**src/rtl/sy_ppl_fetch_ctrl_pkg.sv**
```systemverilog
// Shared types and sizing for the front-end fetch controller.
package sy_ppl_fetch_ctrl_pkg;

    localparam int INSTR_PER_FETCH  = 2;
    localparam int FETCH_FIFO_DEPTH = 4;
    localparam int CREDIT_MAX       = 2 * FETCH_FIFO_DEPTH - 2;
    localparam int MAX_OUTSTANDING  = 2;
    localparam int FETCH_BYTES      = 8;

    localparam int CREDIT_W = $clog2(CREDIT_MAX + 1);
    localparam int OUT_W    = $clog2(MAX_OUTSTANDING + 1);

    typedef enum logic [1:0] {
        FETCH_IDLE,
        FETCH_RUN,
        FETCH_DRAIN
    } fetch_state_e;

    // Number of valid lanes in a fetch response mask.
    function automatic logic [CREDIT_W-1:0] lane_popcount(input logic [INSTR_PER_FETCH-1:0] mask);
        logic [CREDIT_W-1:0] cnt;
        cnt = '0;
        for (int i = 0; i < INSTR_PER_FETCH; i++) begin
            cnt = cnt + CREDIT_W'(mask[i]);
        end
        return cnt;
    endfunction

endpackage

```
**src/rtl/sy_ppl_fetch_ctrl_if.sv**
```systemverilog
// I$ request/response and instruction-buffer control signals of the fetch controller.
interface sy_ppl_fetch_ctrl_if;
    import sy_ppl_fetch_ctrl_pkg::*;

    logic                       icache_req_o;
    logic [63:0]                icache_addr_o;
    logic                       icache_gnt_i;
    logic                       icache_rsp_valid_i;
    logic [INSTR_PER_FETCH-1:0] icache_rsp_mask_i;
    logic                       icache_rsp_ex_i;
    logic [INSTR_PER_FETCH-1:0] buf_valid_o;
    logic                       buf_ex_o;
    logic                       buf_ready_i;
    logic                       dec_pop_i;

    // Fetch controller side
    modport master (
        output icache_req_o, icache_addr_o, buf_valid_o, buf_ex_o,
        input  icache_gnt_i, icache_rsp_valid_i, icache_rsp_mask_i, icache_rsp_ex_i,
               buf_ready_i, dec_pop_i
    );

    // I$ / instruction buffer / decode side
    modport slave (
        input  icache_req_o, icache_addr_o, buf_valid_o, buf_ex_o,
        output icache_gnt_i, icache_rsp_valid_i, icache_rsp_mask_i, icache_rsp_ex_i,
               buf_ready_i, dec_pop_i
    );

endinterface

```
**src/rtl/sy_ppl_fetch_ctrl_credit.sv**
```systemverilog
// Buffer-space credit counter: reserves worst-case slots per request,
// returns unused lanes, frees one slot per decode pop, reloads on flush.
module sy_ppl_fetch_credit
    import sy_ppl_fetch_ctrl_pkg::*;
(
    input  logic                       clk_i,
    input  logic                       rst_i,
    input  logic                       i_gnt,
    input  logic                       i_rsp_drop,
    input  logic                       i_rsp_fwd,
    input  logic [INSTR_PER_FETCH-1:0] i_rsp_mask,
    input  logic                       i_pop,
    input  logic                       i_flush,
    input  logic [OUT_W-1:0]           i_flush_out,
    output logic [CREDIT_W-1:0]        o_credit
);

    localparam int SUM_W = CREDIT_W + 3;

    logic        [CREDIT_W-1:0] r_credit;
    logic signed [SUM_W-1:0]    w_sum;
    logic        [CREDIT_W-1:0] w_load;

    // Sum all same-cycle deltas with headroom so over/underflow is visible.
    always_comb begin
        w_sum = $signed({{(SUM_W-CREDIT_W){1'b0}}, r_credit});
        if (i_gnt)      w_sum = w_sum - SUM_W'(INSTR_PER_FETCH);
        if (i_rsp_drop) w_sum = w_sum + SUM_W'(INSTR_PER_FETCH);
        if (i_rsp_fwd)  w_sum = w_sum + SUM_W'(INSTR_PER_FETCH)
                              - $signed({{(SUM_W-CREDIT_W){1'b0}}, lane_popcount(i_rsp_mask)});
        if (i_pop)      w_sum = w_sum + SUM_W'(1);
        // Buffer is emptied by the flush; only still-outstanding requests keep their reservation.
        w_load = CREDIT_W'(CREDIT_MAX) - CREDIT_W'(INSTR_PER_FETCH) * CREDIT_W'(i_flush_out);
    end

    // Credit register: flush reload has priority over incremental update.
    always_ff @(posedge clk_i) begin
        if (rst_i) begin
            r_credit <= CREDIT_W'(CREDIT_MAX);
        end else if (i_flush) begin
            r_credit <= w_load;
        end else begin
            r_credit <= w_sum[CREDIT_W-1:0];
        end
    end

    // Credit must never leave [0, CREDIT_MAX].
    always_ff @(posedge clk_i) begin
        if (!rst_i && !i_flush) begin
            assert (w_sum >= 0 && w_sum <= SUM_W'(CREDIT_MAX));
        end
    end

    assign o_credit = r_credit;

endmodule

```
**src/rtl/sy_ppl_fetch_ctrl.sv**
```systemverilog
// Front-end fetch sequencer: PC generation, credit-gated I$ requests,
// stale-response dropping after flush, and response gating into the buffer.
module sy_ppl_fetch_ctrl
    import sy_ppl_fetch_ctrl_pkg::*;
(
    input  logic                      clk_i,
    input  logic                      rst_i,
    input  logic                      fetch_en_i,
    input  logic [63:0]               boot_pc_i,
    input  logic                      flush_i,
    input  logic [63:0]               redirect_pc_i,
    sy_ppl_fetch_ctrl_if.master       bus,
    output logic                      busy_o
);

    fetch_state_e          r_state;
    fetch_state_e          w_state_next;
    logic [63:0]           r_fetch_pc;
    logic [OUT_W-1:0]      r_out_cnt;
    logic [OUT_W-1:0]      r_drop_cnt;
    logic [OUT_W-1:0]      w_out_next;
    logic [OUT_W-1:0]      w_drop_next;
    logic [CREDIT_W-1:0]   w_credit;
    logic                  w_can_req;
    logic                  w_gnt;
    logic                  w_rsp;
    logic                  w_drop;
    logic                  w_fwd;

    // A grant in a flush cycle still creates an outstanding (stale) request,
    // so grant qualification ignores the flush withdrawal of req.
    assign w_can_req = (r_state == FETCH_RUN)
                    && (w_credit >= CREDIT_W'(INSTR_PER_FETCH))
                    && (r_out_cnt < OUT_W'(MAX_OUTSTANDING));
    assign w_gnt     = bus.icache_gnt_i && w_can_req;
    assign w_rsp     = bus.icache_rsp_valid_i;
    assign w_drop    = w_rsp && ((r_drop_cnt != '0) || flush_i);
    assign w_fwd     = w_rsp && !w_drop;
    assign w_out_next = r_out_cnt + OUT_W'(w_gnt) - OUT_W'(w_rsp);

    // Stale-response count: reloaded with everything outstanding on flush.
    always_comb begin
        w_drop_next = r_drop_cnt;
        if (flush_i) begin
            w_drop_next = w_out_next;
        end else if (w_drop && (r_drop_cnt != '0)) begin
            w_drop_next = r_drop_cnt - OUT_W'(1);
        end
    end

    sy_ppl_fetch_credit u_credit (
        .clk_i       (clk_i),
        .rst_i       (rst_i),
        .i_gnt       (w_gnt),
        .i_rsp_drop  (w_drop),
        .i_rsp_fwd   (w_fwd),
        .i_rsp_mask  (bus.icache_rsp_mask_i),
        .i_pop       (bus.dec_pop_i),
        .i_flush     (flush_i),
        .i_flush_out (w_out_next),
        .o_credit    (w_credit)
    );

    // FSM state register.
    always_ff @(posedge clk_i) begin
        if (rst_i) r_state <= FETCH_IDLE;
        else       r_state <= w_state_next;
    end

    // FSM next-state: drain until every stale response has come back.
    always_comb begin
        w_state_next = r_state;
        case (r_state)
            FETCH_IDLE:  if (fetch_en_i) w_state_next = FETCH_RUN;
            FETCH_RUN:   if (flush_i && (w_drop_next != '0)) w_state_next = FETCH_DRAIN;
            FETCH_DRAIN: if (w_drop_next == '0) w_state_next = FETCH_RUN;
            default:     w_state_next = FETCH_IDLE;
        endcase
    end

    // FSM outputs: request, buffer lane gating, busy.
    always_comb begin
        bus.icache_req_o = w_can_req && !flush_i;
        bus.buf_valid_o  = w_fwd ? bus.icache_rsp_mask_i : '0;
        bus.buf_ex_o     = w_fwd && bus.icache_rsp_ex_i;
        busy_o           = (r_state != FETCH_IDLE) || (r_out_cnt != '0);
    end

    assign bus.icache_addr_o = r_fetch_pc;

    // Fetch PC: boot load, redirect, or advance to the next aligned block on grant.
    always_ff @(posedge clk_i) begin
        if (rst_i) begin
            r_fetch_pc <= '0;
        end else if (r_state == FETCH_IDLE) begin
            if (fetch_en_i) r_fetch_pc <= boot_pc_i;
        end else if (flush_i) begin
            r_fetch_pc <= redirect_pc_i;
        end else if (w_gnt) begin
            r_fetch_pc <= (r_fetch_pc & ~64'(FETCH_BYTES - 1)) + 64'(FETCH_BYTES);
        end
    end

    // Outstanding and stale counters.
    always_ff @(posedge clk_i) begin
        if (rst_i) begin
            r_out_cnt  <= '0;
            r_drop_cnt <= '0;
        end else begin
            r_out_cnt  <= w_out_next;
            r_drop_cnt <= w_drop_next;
        end
    end

    // Protocol checks: no orphan responses, no lanes pushed into a full buffer.
    always_ff @(posedge clk_i) begin
        if (!rst_i) begin
            assert (!(w_rsp && (r_out_cnt == '0)));
            assert (!((bus.buf_valid_o != '0) && !bus.buf_ready_i));
        end
    end

endmodule

```
**src/flat_wrapper.sv**
```systemverilog
// flat-port wrapper written by rule: the top's interface ports become plain ports
module sy_ppl_fetch_ctrl_flat import sy_ppl_fetch_ctrl_pkg::*;
  (clk_i, rst_i, fetch_en_i, boot_pc_i, flush_i, redirect_pc_i, busy_o, bus_icache_req_o, bus_icache_addr_o, bus_buf_valid_o, bus_buf_ex_o, bus_icache_gnt_i, bus_icache_rsp_valid_i, bus_icache_rsp_mask_i, bus_icache_rsp_ex_i, bus_buf_ready_i, bus_dec_pop_i);
  sy_ppl_fetch_ctrl_if bus_i ();
  input  logic clk_i;
  input  logic rst_i;
  input  logic fetch_en_i;
  input  logic [63:0] boot_pc_i;
  input  logic flush_i;
  input  logic [63:0] redirect_pc_i;
  output logic busy_o;
  output wire logic [$bits(bus_i.icache_req_o)-1:0] bus_icache_req_o;
  output wire logic [$bits(bus_i.icache_addr_o)-1:0] bus_icache_addr_o;
  output wire logic [$bits(bus_i.buf_valid_o)-1:0] bus_buf_valid_o;
  output wire logic [$bits(bus_i.buf_ex_o)-1:0] bus_buf_ex_o;
  input wire logic [$bits(bus_i.icache_gnt_i)-1:0] bus_icache_gnt_i;
  input wire logic [$bits(bus_i.icache_rsp_valid_i)-1:0] bus_icache_rsp_valid_i;
  input wire logic [$bits(bus_i.icache_rsp_mask_i)-1:0] bus_icache_rsp_mask_i;
  input wire logic [$bits(bus_i.icache_rsp_ex_i)-1:0] bus_icache_rsp_ex_i;
  input wire logic [$bits(bus_i.buf_ready_i)-1:0] bus_buf_ready_i;
  input wire logic [$bits(bus_i.dec_pop_i)-1:0] bus_dec_pop_i;
  assign bus_icache_req_o = bus_i.icache_req_o;
  assign bus_icache_addr_o = bus_i.icache_addr_o;
  assign bus_buf_valid_o = bus_i.buf_valid_o;
  assign bus_buf_ex_o = bus_i.buf_ex_o;
  assign bus_i.icache_gnt_i = bus_icache_gnt_i;
  assign bus_i.icache_rsp_valid_i = bus_icache_rsp_valid_i;
  assign bus_i.icache_rsp_mask_i = bus_icache_rsp_mask_i;
  assign bus_i.icache_rsp_ex_i = bus_icache_rsp_ex_i;
  assign bus_i.buf_ready_i = bus_buf_ready_i;
  assign bus_i.dec_pop_i = bus_dec_pop_i;
  sy_ppl_fetch_ctrl u_core (.clk_i(clk_i), .rst_i(rst_i), .fetch_en_i(fetch_en_i), .boot_pc_i(boot_pc_i), .flush_i(flush_i), .redirect_pc_i(redirect_pc_i), .bus(bus_i), .busy_o(busy_o));
endmodule
```
**config.mk**
```make
export PLATFORM = sky130hd
export DESIGN_NAME = sy_ppl_fetch_ctrl_flat
export DESIGN_NICKNAME = d
export VERILOG_FILES = /design/src/rtl/sy_ppl_fetch_ctrl_pkg.sv /design/src/rtl/sy_ppl_fetch_ctrl_if.sv /design/src/rtl/sy_ppl_fetch_ctrl_credit.sv /design/src/rtl/sy_ppl_fetch_ctrl.sv /design/src/flat_wrapper.sv
export SDC_FILE = /design/constraint.sdc
export NUM_CORES = 1
export LEC_CHECK = 0
export ABC_AREA = 1
export CAP_MARGIN = 10
export CORE_MARGIN = 1.5
export CORE_UTILIZATION = 40
export CTS_BUF_LIST = sky130_fd_sc_hd__clkbuf_8
export DETAILED_ROUTE_END_ITERATION = 16
export PLACE_DENSITY = 0.8
export SYNTH_ARGS = -nofsm -noshare
export SYNTH_HDL_FRONTEND = slang
export SYNTH_SLANG_ARGS = --single-unit
```
**constraint.sdc**
```tcl
create_clock -name clk_i -period 4 [get_ports clk_i]
set_input_delay 0.8 -clock clk_i [delete_from_list [all_inputs] [get_ports clk_i]]
set_output_delay 0.8 -clock clk_i [all_outputs]
set_load 0.005 [all_outputs]
```
==> impl_metrics.yaml, run 1 <==
clock_network:
  cts_resized: 0
  cts_buffers: 9
  cts_setup_buffers: 0
  cts.htree.levels: 3
  root_buffer: "clkbuf_8"
  clk_pin_slew_ns: 0.08
  clockBufferDepth: 2
  clk-insertion-delay-late_ns: 0.40
  cts_sinks: 73
  cts_tree: "done"
  hold_buffers: 0
synthesis:
  yosysWarningCount: 0
  syn_inst: 1108
  synthTopCellsByArea: "dfxtp_1, nand2_1, nor2_1, a21oi_1, o21ai_0"
  synthMostInstantiatedCell: "nand2_1"
  synth_area_leader_cell: "dfxtp_1"
  ys_types: 37
  syn_nets: 1257
  synth_seq_cells: 73
  synth_async_sr_flop_share_pct: 0
  synth-edff-count: 0
  synthFlopType: "dfxtp_1"
  synth_common_cells: "nand2_1, nor2_1, a21oi_1"
  synth_top_area_share_pct: 23.4
  ys_seq_area_share_pct: 23.4
  syn_avg_cell_area_um2: 5.64
  synth_area_um2: 6250
flow_run:
  maxCapViolCount: 0
sta:
  grt_setup_unrepaired: "false"
  fmax_mhz: 312
  fin_crit_ns: 3.20
  drv_slew: 0
  fin_setup_tns_ns: 0
  finalHoldViolations: 0
  setup_violations: 0
  setup_ws_ns: 0.797
  timing.final.crit_share_pct: 80.1
  relSlewSlack_pct: 20.1
  tightest_slew_ns: 1.20
  skew_ns: 0.0140
setup_path:
  cp_num_buf_inv: 4
  critPathRequiredTime_ns: 3.20
  cp_top_family: "buffers and inverters"
  cp_data_arrival_time_ns: 2.40
  cp-start-kind: "primary input"
  criticalPathCategory: "in2out"
  path_cells: "clkdlybuf4s50_1 > inv_2 > nand2_1 > nor2_1 > inv_1 > nor2_1 > clkdlybuf4s50_1"
  worst_path_max_delay_cell: "clkdlybuf4s50_1"
  crit_path_end_kind: "output port"
  cpPeakStageDelay_ns: 0.50
  cp_max_fo: 6
pwr:
  vdd_drop_max_mv: 0.219
  finalPower_mw: 3.59
  powerDensity_nw_per_um2: 415
  p_leak_nw: 3.40
floorplan:
  die_w_um: 128
  rows: 45
  dieHeight_um: 128
  dieArea_um2: 16400
  start_util_pct: 41.0
  io_pins: 208
  core_region_area_um2: 15300
global_route:
  overflow: 0
  antenna_found_initial: 0
  grt_pass1_vias: 7322
  grt_max_degree: 107
  grt_pass1_wl_mm: 37.9
  track_usage_pct: 29.8
routing:
  wl_per_cell_um: 16.0
  vias_per_cell: 5.20
  initialDrtViolationCount: 598
  vias: 7806
  dr.pass1.iters: 6
  route.antenna.remaining_nets: 0
  drc: 0
  routed_wl_mm: 24.1
cells_and_area:
  drive_gt1_share_pct: 3.56
  syn_to_final_growth_pct: 38.3
  diodes: 0
  fin_util_pct: 56.7
  num-nets-final: 1435
  fill_cells: 1576
status:
  status: "completed"
placed_design:
  dp_hpwl_mm: 18.4
  post-place-ws_ns: 0.481
  portBuffers: 206
  place_congestion: 0.993
min_path:
  hold_path.class: "reg2reg"
==> worst paths after layout <==
| check | start | slack [ns] | cells after the start | to |
|---|---|---|---|---|
| hold / removal | u_core.bus.icache_addr_o[0] | 0.56 | 2 | u_core.bus.icache_addr_o[0] |
| setup / recovery | flush_i | 0.80 | 7 | bus_buf_valid_o[0] |
| hold reg to reg | u_core.bus.icache_addr_o[0] | 0.56 | 2 | u_core.bus.icache_addr_o[0] |
| setup reg to reg | u_core.u_credit.o_credit[1] | 1.05 | 24 | u_core.u_credit.o_credit[2] |
==> metal layers <==
layer	vias to the layer above	wire length (um)	track usage, %
met1	3530	10900	40.3
li1	3944	-	-
met5	-	0	0
met3	40	1530	4.38
met4	0	699	11.8
met2	292	10900	47.7
==> worst reg2reg max path: cells and delay by family (launching register included) <==
kind / cells / cell delay [ns]
simple gates: 17 / 1.40
fa+ha+maj: 4 / 0.92
buf+inv: 3 / 0.15
flops: 1 / 0.37
==> logic make-up after synthesis <==
| logic type | Yosys count | share of synthesized area (%) |
|---|---|---|
| and+or+nand+nor | 627 | 42.1 |
| adders and majority gates | 10 | 2.00 |
| AOI/OAI and AO/OA | 227 | 18.7 |
| DFF | 73 | 23.4 |
| xor gates and xnor gates | 28 | 3.92 |
| buffers and inverters | 143 | 9.87 |
==> layout make-up <==
class / count / area (um^2) / share of cell area, %
inverter: 96 / 360 / 4.17
timing repair buffer: 214 / 2120 / 24.5
clock inverter: 7 / 143 / 1.65
tap: 211 / 264 / 3.05
clock buffer: 9 / 124 / 1.43
multi-input combinational: 892 / 4170 / 48.3
sequential: 73 / 1460 / 16.9
==> flip-flops by register name (all words and copies together) (netlist names) <==
register                  cells
u_core.bus.icache_addr_o     64
u_core.r_out_cnt              2
u_core.r_drop_cnt             2
u_core.u_credit.o_credit      3
u_core.r_state                2
==> cells in the final DEF (no fill, tap or decap), types with 7 or more instances in the layout <==
cell type        Yosys  final
dfxtp_1             73     73
xnor2_1             11     11
nor2_4               7      7
nand3_1             79     79
a21oi_1            115    115
inv_1               93     93
nand4_1             18     18
ha_1                10     10
xor2_1              17     17
clkbuf_8             1      9
o21ai_0             93     93
o21ai_1              7      7
nand2_1            258    258
clkdlybuf4s50_1      0    206
nor3_1              11     11
nor2_1             238    238
buf_4                1      8
==> where the power goes <==
group,switching [mW],total [mW],internal (mW)
combinational,0.827,1.58,0.758
sequential,0.292,1.20,0.909
clock,0.324,0.802,0.478
==> metrics by stage <==
step / cells / cell area [um^2] / hold slack [ns]
3_5_place_dp: 1486 / 8380 / 0.541
4_1_cts: 1502 / 8650 / 0.557
2_1_floorplan: 1108 / 6250 / 0.530
5_1_grt: 1502 / 8650 / 0.602
3_3_place_gp: 1486 / 8380 / 0.542
6_report: 1502 / 8650 / 0.557
Note: power is estimated with default switching activity, not from simulation.
==> run 2, diff against run 1 <==
--- a/config.mk
+++ b/config.mk
@@ -11,7 +11,7 @@
 export CORE_UTILIZATION = 40
 export CTS_BUF_LIST = sky130_fd_sc_hd__clkbuf_8
 export DETAILED_ROUTE_END_ITERATION = 16
-export PLACE_DENSITY = 0.8
+export PLACE_DENSITY = 0.83
 export SYNTH_ARGS = -nofsm -noshare
 export SYNTH_HDL_FRONTEND = slang
 export SYNTH_SLANG_ARGS = --single-unit
==> constraint.sdc (replaced) <==
create_clock -name clk_i -period 2.7 [get_ports clk_i]
set_input_delay 0.54 -clock clk_i [delete_from_list [all_inputs] [get_ports clk_i]]
set_output_delay 0.54 -clock clk_i [all_outputs]
set_load 0.005 [all_outputs]
==> impl_metrics.yaml, run 2 (synthesis results as in run 1) <==
placed_design:
  placed_area_um2: 8510
  portBuffers: 206
  dp_hpwl_mm: 19.2
  place_congestion: 0.966
sta:
  tightest_slew_ns: 1.21
  setup_violations: 0
  fin_crit_ns: 2.62
  hold_ws_ns: 0.554
  skew_ns: 0.0109
  drv_slew: 0
  fmax_mhz: 382
  timing.final.crit_share_pct: 97.0
  relSlewSlack_pct: 19.5
  grt_setup_unrepaired: "true"
  finalHoldViolations: 0
routing:
  vias: 8050
  dr.pass1.iters: 7
  vias_per_cell: 5.30
  route.antenna.remaining_nets: 0
  initialDrtViolationCount: 648
  wl_per_cell_um: 16.3
  drc: 0
  routed_wl_mm: 24.7
cells_and_area:
  fill_cells: 1556
  num-nets-final: 1452
  seqCellArea_um2: 1460
  diodes: 0
  final_area_um2: 8820
  multi_input_area_um2: 4260
  layout_commonest_cell: "nand2_1"
  syn_to_final_growth_pct: 41.1
  drive_gt1_share_pct: 6.43
  largest_register_ffs: 64
  final_cell_mix: "nand2_1, nor2_1, clkdlybuf4s50_1"
setup_path:
  criticalPathCategory: "in2out"
  cp_max_fo: 6
  cp-start-kind: "primary input"
  critPathRequiredTime_ns: 2.16
  cp_data_arrival_time_ns: 2.08
  cpPeakStageDelay_ns: 0.51
  worst_path_max_delay_cell: "clkdlybuf4s50_1"
  path_cells: "clkdlybuf4s50_1 > buf_4 > inv_1 > nor2_1 > inv_2 > nor2_1 > clkdlybuf4s50_1"
  crit_path_end_kind: "output port"
global_route:
  overflow: 0
  grt_pass1_vias: 7431
  antenna_found_initial: 0
  grt_pass1_wl_mm: 38.7
  track_usage_pct: 30.1
  grt_max_degree: 107
floorplan:
  dieHeight_um: 128
  start_util_pct: 41.0
  io_pins: 208
  core_region_area_um2: 15300
  dieArea_um2: 16400
  rows: 45
  die_w_um: 128
min_path:
  hold_path.class: "reg2reg"
pwr:
  p_leak_nw: 3.47
  vdd_drop_max_mv: 0.406
  finalPower_mw: 5.16
  powerDensity_nw_per_um2: 585
clock_network:
  cts_tree: "done"
  clockBufferDepth: 2
  hold_buffers: 0
  clk_pin_slew_ns: 0.08
  cts_buffers: 9
  cts.htree.levels: 3
  cts_sinks: 73
  root_buffer: "clkbuf_8"
  clk-insertion-delay-late_ns: 0.37
status:
  status: "completed"
flow_run:
  maxCapViolCount: 0
-- run 2: changes by cell type in the layout (fill, tap and decap cells not counted), moves of 5 or more --
cell     before  now
buf_4         8   22
inv_1        93   87
inv_2         3    9
nand2_1     258  252
nand2_2       4    9
nand3_1      79   74
-- run 2: repair_timing --
action | 4_1_cts | 5_1_grt
setup endpoints to repair | 1 | 4
buffers inserted | 0 | 4
endpoints found under the hold margin | 0 | 0
resized for setup | 4 | 27
pin swaps | 1 | 19
-- run 2: final cells by class --
cell class | count | area share [%]
Timing Repair Buffer | 231 | 25.8
Multi-Input combinational cell | 892 | 48.3
Clock buffer | 11 | 1.72
Clock inverter | 4 | 0.496
Inverter | 96 | 4.11
Tap cell | 211 | 2.99
Sequential cell | 73 | 16.6
-- run 2: worst max-delay path, delay by kind of cell --
family,cells,cell delay (ns)
simple gates,2,0.26
buf+inv,5,1.27
-- run 2: worst paths after layout --
path,startpoint,endpoint,slack [ns],cells after the start
setup / recovery,bus_icache_rsp_valid_i,bus_buf_valid_o[1],0.08,7
hold reg to reg,u_core.bus.icache_addr_o[0],u_core.bus.icache_addr_o[0],0.55,2
setup reg to reg,u_core.u_credit.o_credit[1],u_core.u_credit.o_credit[2],0.10,24
hold / removal,u_core.bus.icache_addr_o[0],u_core.bus.icache_addr_o[0],0.55,2
-- run 2: report_power, final --
part           total, mW  internal [mW]  switching (mW)
combinational       2.47           1.21            1.26
clock              0.906          0.467           0.440
sequential          1.78           1.35           0.433
-- run 2: through the flow --
step / setup TNS (ns) / cells / utilization, % / worst slack, ns
finish: 0 / 1518 / 57.8 / 0.0800
global route: -0.214 / 1518 / 57.8 / -0.139
CTS: 0 / 1514 / 57.0 / 0.0000533
detailed placement: -0.542 / 1499 / 55.7 / -0.429
global placement: -0.478 / 1499 / 55.7 / -0.392
floorplan: 0 / 1108 / - / 0.00776
-- run 2: layer usage --
layer	vias to the layer above	wire, um	part of all wire [%]	track usage [%]
met4	0	595	2.4	9.52
met1	3712	11000	44	40.3
li1	3983	-	-	-
met5	-	0	0	0
met2	314	11600	47	49.7
met3	41	1590	6.4	4.80
==> run 3, diff against run 2 <==
--- a/config.mk
+++ b/config.mk
@@ -12,6 +12,7 @@
 export CTS_BUF_LIST = sky130_fd_sc_hd__clkbuf_8
 export DETAILED_ROUTE_END_ITERATION = 16
 export PLACE_DENSITY = 0.83
+export SKIP_CTS_REPAIR_TIMING = 1
 export SYNTH_ARGS = -nofsm -noshare
 export SYNTH_HDL_FRONTEND = slang
 export SYNTH_SLANG_ARGS = --single-unit
==> impl_metrics.yaml, run 3 (synthesis results as in run 1) <==
clock_network:
  root_buffer: "clkbuf_8"
  cts_sinks: 73
  clk-insertion-delay-late_ns: 0.37
  clockBufferDepth: 2
  cts.htree.levels: 3
  cts_tree: "done"
  cts_buffers: 9
  clk_pin_slew_ns: 0.08
setup_path:
  cp-start-kind: "primary input"
  worst_path_max_delay_cell: "clkdlybuf4s50_1"
  path_cells: "clkdlybuf4s50_1 > buf_4 > inv_1 > nor2_1 > inv_2 > nor2_1 > clkdlybuf4s50_1"
  cp_num_buf_inv: 5
  cp_top_family: "buffers and inverters"
  cpPeakStageDelay_ns: 0.52
  cp_data_arrival_time_ns: 2.08
  crit_path_end_kind: "output port"
  criticalPathCategory: "in2out"
  cp_max_fo: 6
  critPathRequiredTime_ns: 2.16
  rrSetupSlack_ns: 0.11
placed_design:
  place_congestion: 0.966
  portBuffers: 206
  dp_cells: 1499
  post-place-ws_ns: -0.429
  dp_hpwl_mm: 19.2
routing:
  dr.pass1.iters: 8
  route.antenna.remaining_nets: 0
  vias: 7983
  vias_per_cell: 5.26
  routed_wl_mm: 24.7
  drc: 0
  wl_per_cell_um: 16.3
  initialDrtViolationCount: 609
sta:
  setup_violations: 0
  drv_slew: 0
  finalHoldViolations: 0
  fmax_mhz: 382
  fin_setup_tns_ns: 0
  tightest_slew_ns: 1.20
  fin_crit_ns: 2.62
  setup_ws_ns: 0.0815
  skew_ns: 0.0124
  timing.final.crit_share_pct: 97.0
  grt_setup_unrepaired: "true"
  relSlewSlack_pct: 19.8
cells_and_area:
  diodes: 0
  final_cell_mix: "nand2_1, nor2_1, clkdlybuf4s50_1"
  fin_util_pct: 57.9
  drive_gt1_share_pct: 6.43
  largest_register_ffs: 64
  num-nets-final: 1452
  stdcell_count: 1518
  seqCellArea_um2: 1460
  fill_cells: 1550
  layout_commonest_cell: "nand2_1"
  syn_to_final_growth_pct: 41.3
  multi_input_area_um2: 4260
floorplan:
  dieArea_um2: 16400
  rows: 45
  io_pins: 208
  start_util_pct: 41.0
  die_w_um: 128
  core_region_area_um2: 15300
  dieHeight_um: 128
min_path:
  hold_path.class: "reg2reg"
global_route:
  antenna_found_initial: 0
  grt_pass1_wl_mm: 38.7
  grt_pass1_vias: 7434
  track_usage_pct: 30.1
  grt_max_degree: 107
  overflow: 0
pwr:
  powerDensity_nw_per_um2: 584
  p_leak_nw: 3.49
  vdd_drop_max_mv: 0.403
status:
  status: "completed"
flow_run:
  maxCapViolCount: 0
-- run 3: cell count changes in the layout (fill, tap and decap cells not counted) --
cell / before / now
dlygate4sd2_1: 2 / 0
dlymetal6s2s_1: 0 / 2
-- run 3: tightest hold or removal path: stages (launching register included) --
cell     delay [ns]
dfxtp_1        0.32
o21ai_0        0.15
a31oi_1        0.05
-- run 3: final timing paths --
kind,startpoint,to,cells past startpoint
setup / recovery,bus_icache_rsp_valid_i,bus_buf_valid_o[1],7
hold / removal,u_core.bus.icache_addr_o[0],u_core.bus.icache_addr_o[0],2
setup reg to reg,u_core.u_credit.o_credit[1],u_core.u_credit.o_credit[2],25
hold reg to reg,u_core.bus.icache_addr_o[0],u_core.bus.icache_addr_o[0],2
-- run 3: layout make-up --
type / instances / share of cell area, %
clock inverters: 4 / 0.496
multi-input cells: 892 / 48.3
repair buffers: 231 / 25.9
clock buffers: 11 / 1.71
flip-flops and latches: 73 / 16.6
well taps: 211 / 2.99
inverters: 96 / 4.11
-- run 3: through the flow --
step                total power, mW  hold WS (ns)  area (um^2)
floorplan                      3.03         0.530         6250
global placement               4.14         0.535         8510
detailed placement             4.18         0.551         8510
CTS                            5.07         0.561         8700
global route                   5.53         0.606         8830
finish                         5.15         0.554         8830
-- run 3: metal layers --
metal  vias to the layer above  share of wire (%)  global-route usage, %
li1                       3989                  -                      -
met1                      3658                 44                   40.3
met2                       299                 47                   49.7
met3                        37                6.4                   4.84
met4                         0                2.3                   9.52
met5                         -                  0                      0
-- run 3: where the power goes --
group          leakage (nW)  switching [mW]  internal, mW
sequential            0.607           0.431          1.35
clock                 0.106           0.434         0.466
combinational          2.77            1.26          1.21
total                  3.49            2.12          3.03
